==> src/rtl/bp_be_retire_serializer.sv <==
// bp_be_retire_serializer
// Collects up to two retiring instructions per cycle from the dual-issue
// commit point (slot0 older, slot1 younger), keeps them in program order in
// a small circular buffer and presents one retire packet per cycle to the
// single-ported CSR retire interface through a valid/yumi handshake.
//
// Optional feature macro: BP_BE_RETIRE_SERIALIZER_BYPASS_EN
//   When defined, an empty buffer forwards slot0 combinationally to the head
//   outputs (zero-cycle latency). When undefined, every entry is visible one
//   cycle after it is written and no input reaches an output combinationally.
module bp_be_retire_serializer #(
  parameter int vaddr_width_p   = 39,
  parameter int instr_width_p   = 32,
  parameter int data_width_p    = 64,
  parameter int exc_width_p     = 16,
  parameter int special_width_p = 8,
  parameter int els_p           = 4
) (
  input  logic                       clk_i,
  input  logic                       reset_n_i,
  input  logic                       flush_i,

  input  logic                       retire0_v_i,
  input  logic [vaddr_width_p-1:0]   retire0_pc_i,
  input  logic [vaddr_width_p-1:0]   retire0_vaddr_i,
  input  logic [instr_width_p-1:0]   retire0_instr_i,
  input  logic [data_width_p-1:0]    retire0_data_i,
  input  logic [exc_width_p-1:0]     retire0_exception_i,
  input  logic [special_width_p-1:0] retire0_special_i,

  input  logic                       retire1_v_i,
  input  logic [vaddr_width_p-1:0]   retire1_pc_i,
  input  logic [vaddr_width_p-1:0]   retire1_vaddr_i,
  input  logic [instr_width_p-1:0]   retire1_instr_i,
  input  logic [data_width_p-1:0]    retire1_data_i,
  input  logic [exc_width_p-1:0]     retire1_exception_i,
  input  logic [special_width_p-1:0] retire1_special_i,

  output logic                       ready_o,
  output logic                       retire_v_o,
  output logic [vaddr_width_p-1:0]   retire_pc_o,
  output logic [vaddr_width_p-1:0]   retire_vaddr_o,
  output logic [instr_width_p-1:0]   retire_instr_o,
  output logic [data_width_p-1:0]    retire_data_o,
  output logic [exc_width_p-1:0]     retire_exception_o,
  output logic [special_width_p-1:0] retire_special_o,
  output logic                       retire_instret_o,
  input  logic                       retire_yumi_i,
  output logic [$clog2(els_p):0]     count_o,
  output logic                       overflow_o
);

  localparam int ptr_w = $clog2(els_p);
  localparam int cnt_w = ptr_w + 1;
  localparam int ent_w = 2*vaddr_width_p + instr_width_p + data_width_p
                       + exc_width_p + special_width_p;
  // Highest occupancy at which two more entries still fit.
  localparam logic [cnt_w-1:0] ready_lim_lp = cnt_w'(els_p - 2);

  logic [ent_w-1:0] mem_q [els_p];
  logic [ent_w-1:0] mem_d [els_p];
  logic [ptr_w-1:0] rptr_q, rptr_d;
  logic [ptr_w-1:0] wptr_q, wptr_d;
  logic [cnt_w-1:0] count_q, count_d;
  logic             overflow_q, overflow_d;

  logic [ent_w-1:0] slot0_ent, slot1_ent, head_ent;
  logic             ready_s;
  logic             byp_s;
  logic             wr0_s, wr1_s, deq_s;
  logic [ptr_w-1:0] wr1_addr_s;
  logic [cnt_w-1:0] enq_n_s;

  assign slot0_ent = {retire0_pc_i, retire0_vaddr_i, retire0_instr_i,
                      retire0_data_i, retire0_exception_i, retire0_special_i};
  assign slot1_ent = {retire1_pc_i, retire1_vaddr_i, retire1_instr_i,
                      retire1_data_i, retire1_exception_i, retire1_special_i};

  // Depends only on registered occupancy, never on this cycle's yumi.
  assign ready_s = (count_q <= ready_lim_lp);

`ifdef BP_BE_RETIRE_SERIALIZER_BYPASS_EN
  assign byp_s    = (count_q == '0) & retire0_v_i;
  assign head_ent = byp_s ? slot0_ent : mem_q[rptr_q];
`else
  assign byp_s    = 1'b0;
  assign head_ent = mem_q[rptr_q];
`endif

  // Decide which slots are written this cycle and where slot1 lands.
  always_comb begin
    wr0_s      = 1'b0;
    wr1_s      = 1'b0;
    deq_s      = 1'b0;
    wr1_addr_s = wptr_q;
    enq_n_s    = '0;
    if (ready_s && !flush_i) begin
      // A bypassed-and-consumed slot0 never needs a buffer entry.
      wr0_s = retire0_v_i & ~(byp_s & retire_yumi_i);
      // An excepting older instruction kills the younger one.
      wr1_s = retire1_v_i & ~(retire0_v_i & (|retire0_exception_i));
    end else begin
      wr0_s = 1'b0;
      wr1_s = 1'b0;
    end
    if (wr0_s) begin
      wr1_addr_s = wptr_q + ptr_w'(1);
    end else begin
      wr1_addr_s = wptr_q;
    end
    enq_n_s = cnt_w'(wr0_s) + cnt_w'(wr1_s);
    // Only a real buffered head can be dequeued; yumi on empty is ignored.
    deq_s   = (count_q != '0) & retire_yumi_i;
  end

  // Next-state for storage, pointers, occupancy and the sticky overflow flag.
  always_comb begin
    mem_d      = mem_q;
    rptr_d     = rptr_q;
    wptr_d     = wptr_q;
    count_d    = count_q;
    overflow_d = overflow_q | (~ready_s & (retire0_v_i | retire1_v_i));
    if (flush_i) begin
      // The head may still retire this cycle, but everything else is dropped.
      rptr_d  = wptr_q;
      count_d = '0;
    end else begin
      for (int i = 0; i < els_p; i++) begin
        if (wr0_s && (ptr_w'(i) == wptr_q)) begin
          mem_d[i] = slot0_ent;
        end else if (wr1_s && (ptr_w'(i) == wr1_addr_s)) begin
          mem_d[i] = slot1_ent;
        end else begin
          mem_d[i] = mem_q[i];
        end
      end
      rptr_d  = rptr_q + ptr_w'(deq_s);
      wptr_d  = wptr_q + enq_n_s[ptr_w-1:0];
      count_d = count_q + enq_n_s - cnt_w'(deq_s);
    end
  end

  // State registers; reset empties the buffer immediately.
  always_ff @(posedge clk_i or negedge reset_n_i) begin
    if (!reset_n_i) begin
      for (int i = 0; i < els_p; i++) begin
        mem_q[i] <= '0;
      end
      rptr_q     <= '0;
      wptr_q     <= '0;
      count_q    <= '0;
      overflow_q <= 1'b0;
    end else begin
      mem_q      <= mem_d;
      rptr_q     <= rptr_d;
      wptr_q     <= wptr_d;
      count_q    <= count_d;
      overflow_q <= overflow_d;
    end
  end

  assign ready_o    = ready_s;
  assign retire_v_o = (count_q != '0) | byp_s;
  assign {retire_pc_o, retire_vaddr_o, retire_instr_o,
          retire_data_o, retire_exception_o, retire_special_o} = head_ent;
  assign retire_instret_o = retire_v_o & ~(|retire_exception_o);
  assign count_o    = count_q;
  assign overflow_o = overflow_q;

endmodule

==> config.mk <==
export PLATFORM = sky130hd
export DESIGN_NAME = bp_be_retire_serializer
export DESIGN_NICKNAME = d
export VERILOG_FILES = /design/src/rtl/bp_be_retire_serializer.sv
export SDC_FILE = /design/constraint.sdc
export NUM_CORES = 2
export LEC_CHECK = 0
export ABC_AREA = 1
export CAP_MARGIN = 10
export CORE_ASPECT_RATIO = 0.5
export CORE_UTILIZATION = 24
export CTS_CLUSTER_SIZE = 14
export DETAILED_ROUTE_END_ITERATION = 7
export PLACE_DENSITY_LB_ADDON = 0.08
export SYNTH_ARGS = -nofsm -noshare
export SYNTH_HDL_FRONTEND = slang
export SYNTH_SLANG_ARGS = --single-unit
==> constraint.sdc <==
create_clock -name clk_i -period 2.4 [get_ports clk_i]
set_input_delay 0.24 -clock clk_i [delete_from_list [all_inputs] [get_ports clk_i]]
set_output_delay 0.24 -clock clk_i [all_outputs]
set_load 0.005 [all_outputs]
[After elaboration in Yosys (flattened, before gate mapping)]
Cells that the tools add are included.
Storage, ports and cells
  register bits: 800
  input bits: 402
Operators by class
  equality and inequality tests: 6
  muxes and demuxes: 16
  reduce and logical (&&, ||, !) cells: 23
  add/sub/neg operators: 6
  order comparisons: 2
  bitwise gates (word level): 12
Operator list (number)
  $mux 198: 10
  $bmux 198 s2: 1
  $reduce_or 16->1: 2
  $logic_and 1x1->1: 9
  $eq 2x2->1 const A: 4
  $reduce_and 2->1: 4
  $reduce_bool 2->1: 4
  $and 1x1->1: 5
  $eq 1x2->1 const A: 2
  $logic_not 2->1: 2
  $mux 2: 2
  $not 1->1: 4
  $add 3x2->3: 1
  $ge 3x3->1 const B: 1
  $le 3x2->1 const B: 1
  $mux 3: 1
  $not 2->3: 1
  $reduce_bool 3->1: 1
  $sub 3x1->3: 1
  $add 1x1->2: 1
  $add 2x1->2: 1
  $add 2x1->2 const B: 1
  $add 2x2->2: 1
  $mux 1: 2
  other kinds (2): 3

[Logic depth before layout (Yosys ltp)]
  depth in word-level cells: 9
  depth in mapped cells: 14
  depth with buffers taken out: 14

[Least setup slack after synthesis]
No wires, ideal clock.
  kind: register -> register
  from: register count_q[0], in the netlist count_o[0]
  to: register count_q[2], in the netlist count_o[2]
  data arrival time: 2448 ps
  setup slack: -169 ps
  stages on the path, launching flop included: 13
  buffers on the path: 0
  path through: dfrtp_1 a21oi_4 nand3_1 a21oi_2 ha_1 inv_1 ha_1 inv_1 ha_1 inv_1 fa_1 xor2_1 nor2_1
On the way
  cells in the longest elaborated chain, start to end: 7
  elaborated cells between the ends (all ways): 10
  classes of those cells: add/sub (3); order compare (1); mux (3); bitwise (1); reduce/logical (2)
Ends and longest elaborated chain
  from (decl): RTL line 64  | logic [cnt_w-1:0] count_q, count_d;
  from (signal assigned): RTL line 157  | count_q <= count_d;
  $le 3x2->1 *: RTL line 80  | assign ready_s = (count_q <= ready_lim_lp);
  net ready_o: RTL line 39  | output logic ready_o,
  $logic_and 1x1->1 *: RTL line 97  | if (ready_s && !flush_i) begin
  $mux 1: RTL line 97
  $add 1x1->2 *: RTL line 111  | enq_n_s = cnt_w'(wr0_s) + cnt_w'(wr1_s);
  $add 3x2->3 *: RTL line 139  | count_d = count_q + enq_n_s - cnt_w'(deq_s);
  $sub 3x1->3 *: RTL line 139
  $mux 3 *: RTL line 123  | if (flush_i) begin
  net count_d[2]: RTL line 64
Mark *: on every way through the listed nets, which the timed path passes. The rest lies on a longest branch.
A chain may end at the register's enable or synchronous reset.

[Worst setup path after layout]
  from: register rptr_q[0]
  to: output port retire_instret_o
On the way
  cells in the longest elaborated chain, start to end: 7
Ends and longest elaborated chain
  from (decl): RTL line 62  | logic [ptr_w-1:0] rptr_q, rptr_d;
  from (signal assigned): RTL line 155  | rptr_q <= rptr_d;
  $not 2->3 (implied by the code): RTL line 87  | assign head_ent = mem_q[rptr_q];
  $bmux 198 s2: RTL line 87
  $mux 198 (implied by the code) (2 in a row): RTL line 87
  $reduce_or 16->1: RTL line 166  | assign retire_instret_o = retire_v_o & ~(|retire_exception_o);
  $not 1->1: RTL line 166
  $and 1x1->1: RTL line 166
  to (decl): RTL line 47  | output logic retire_instret_o,
No other way between the ends. The select of a mux whose other input is x is not followed.

==> results.cfg <==
[yosys]
syn-cell-area_sq_mm = 0.0454
synth_edf_count = 0
seq_area_frac_synth_pct = 44.1
ys_types = 30
avgSynthCellArea_sq_um = 6.82
yosysMostFrequentCell = nand2_1
ys_seq_elements = 800
synthDominantCellAreaShare_pct = 44.1
synth_ff_type = dfrtp_1
ys_top_cells_by_area = dfrtp_1 44%, nand2_1 20%, o21ai_0 13%, nand3_1 8.9%, nor2_1 3.3%
ys.warnings.count = 0
synth_common_cells = 2450 x nand2_1, 1171 x o21ai_0, 811 x nand3_1
yosysTopAreaCell = dfrtp_1
synthesis.nets = 7074
synth-async-reset-ratio_pct = 100
synthCells = 6661

[place]
place.detailed.hpwl_mm = 148
portBuffers = 606
placed_area_sq_mm = 0.0584
gp_congestion = 0.782

[clocking]
cts.sinks = 800
cts_buffer_depth = 3
cts_tree = yes
cts.htree.levels = 3
cts_buffers = 87
worstSkewPairLatency_ns = 0.70
cts_root_buffer = clkbuf_16
clkTransAtPathRegs_ns = 0.07

[critical_path]
crit_top_cell = nor2_1
worst_setup_path_start_kind = register
cp_num_buf_inv = 5
worstPathArrival_ns = 2.64
required_ns = 2.16
crit_family = simple AND/OR/NAND/NOR gates
slowest_stage = dfrtp_4
critPathKind = register to primary output
critPathCaptureType = primary output
path_cells = buf_12, clkinv_16, buf_16, buf_4, nor2_2, nor2_1, o21ai_0, nand2_1, nor3_4, nand3_2, nor2_1, buf_2
path_max_fanout = 6
critPathMaxStageDelay_ns = 0.47

[routing]
via_count = 49544
drc = 0
drt_wl_total_mm = 241
vias_per_cell = 4.90
drtAntennaViolNets = 0
drt_iter0_drc = 3954
wl_per_cell_microns = 23.9
dr.pass1.iters = 5

[power_and_ir_drop]
powerDensity_mw_per_mm2 = 1290
power_leakage_nw = 31.0
vdd_ir_drop_max_v = 0.000713

[sta]
setup_viol = 216
slew-limit-headroom_pct = 50.4
timing.final.crit_period_ns = 2.88
fmax_ghz = 0.347
drv_slew = 0
finClkSkew_ns = 0.0173
hold_viol_final = 0
worstMarginPinSlew_ns = 0.744
rsz0062_at_grt = true
period_share_pct = 120
setup_slack_ns = -0.484

[outcome]
status = finished with violations
violations = negative setup slack

[floorplan]
die_h_microns = 310
die_x_microns = 617
io_pins = 607
dieArea_sq_mm = 0.191
core_area_sq_mm = 0.187
row_count = 112
start_util_pct = 24.3

[global_routing]
grt_pass1_wl_mm = 346
antenna_found_initial = 8
grtUsageTotal_pct = 24.3
grt_pass1_vias = 48780
grt_start_max_net_pins = 102
gr-total-overflow = 0

[final_layout]
stdcell_area_sq_mm = 0.0664
syn2layout_area_growth_pct = 46.1
final_core_util_pct = 35.5
drive_above_1_share_pct = 17.4
nets = 7943
nFillCells = 20038

[hold_path]
hp-class = primary input to async pin

[flow_run]
max-cap-violations = 0
per-stage QoR:
step | cells | setup WS, ns | total power [mW] | hold WS (ns) | setup TNS (ns)
after floorplan | 6661 | 0.000467 | 39.4 | -0.0556 | 0
after global placement | 9705 | -0.768 | 61.1 | 0.227 | -262.55
after detailed placement | 9705 | -0.705 | 61.0 | 0.232 | -253.20
after CTS | 10026 | -0.631 | 83.7 | 0.0631 | -69.63
after global routing | 10103 | -0.621 | 91.2 | 0.0765 | -91.11
final | 10104 | -0.484 | 85.8 | 0.0665 | -49.88
power breakdown:
part / internal, mW / switching [mW] / leakage, nW
registers: 19.5 / 3.47 / 10.1
clock network: 8.33 / 6.58 / 1.44
logic: 22.5 / 25.5 / 19.5
total: 50.3 / 35.5 / 31.0
timing repair:
item                       CTS  global route
cloned                      58            14
hold buffers                 1             0
resized for setup          866           510
pin swaps                  107            90
setup buffers              124            94
hold endpoints to repair   218             0
setup endpoints to repair  200           615
cells by family after synthesis:
family          count (synthesis)  share of synthesized area (%)
simple gates                 3672                           32.7
compound gates               1373                           15.7
buf+inv                       801                           7.15
flops                         800                           44.1
fa+ha+maj                      11                          0.319
xor+xnor                        4                         0.0771
flip-flops by register name, summed over array words and instances, names as in the netlist:
register,flops
mem_q,792
count_o,3
overflow_o,1
wptr_q,2
rptr_q,2
final timing paths:
path | start | to | slack [ns] | cells after the start
max in group asynchronous | reset_n_i | mem_q[486] | 1.32 | 3
max | rptr_q[0] | retire_instret_o | -0.48 | 12
max reg2reg | count_o[1] | mem_q[709] | -0.04 | 12
min | reset_n_i | mem_q[660] | 0.07 | 2
min in group clk_i | retire1_data_i[55] | mem_q[673] | 0.25 | 5
min reg2reg | mem_q[460] | mem_q[460] | 0.50 | 2
layout by cell type, fill, tap and decap left out, types with 18 or more instances in the layout:
cell             Yosys  routed
o21ai_0           1171     979
buf_12               0     214
buf_8                0      27
buf_4               14     391
o21ai_4              0      19
inv_1              238     230
clkdlybuf4s50_1      0     408
clkbuf_16            0     102
nor2_2               2      45
o22ai_2              0      66
nor2_1             396     337
nand3_1            811     803
o21ai_2              2      70
buf_16               0      67
o22ai_1            183     111
dfrtp_1            800     798
buf_2              151      90
nand2_1           2450    2436
nor2_4               2      18
buf_6                0      86
o21ai_1              0     105
per-layer routing:
metal  wire length, microns  vias up  GRT usage, %
li1                       -    23598             -
met1                 110000    24490          33.1
met2                 117000     1195          41.8
met3                   8910      261          1.96
met4                   5480        0          5.79
met5                      0        -             0
final cells by class:
type / count / area, sq um / share of cell area [%]
antenna: 6 / 15.0 / 0.0226
clock buffer: 120 / 2540 / 3.82
clock inverter: 29 / 399 / 0.601
inverter: 243 / 983 / 1.48
multi-input combinational: 5060 / 23600 / 35.5
sequential: 800 / 20000 / 30.2
tap: 2508 / 3140 / 4.73
timing repair buffer: 1334 / 15600 / 23.6
timing repair inverter: 4 / 73.8 / 0.111
(Power assumes the default switching activity.)
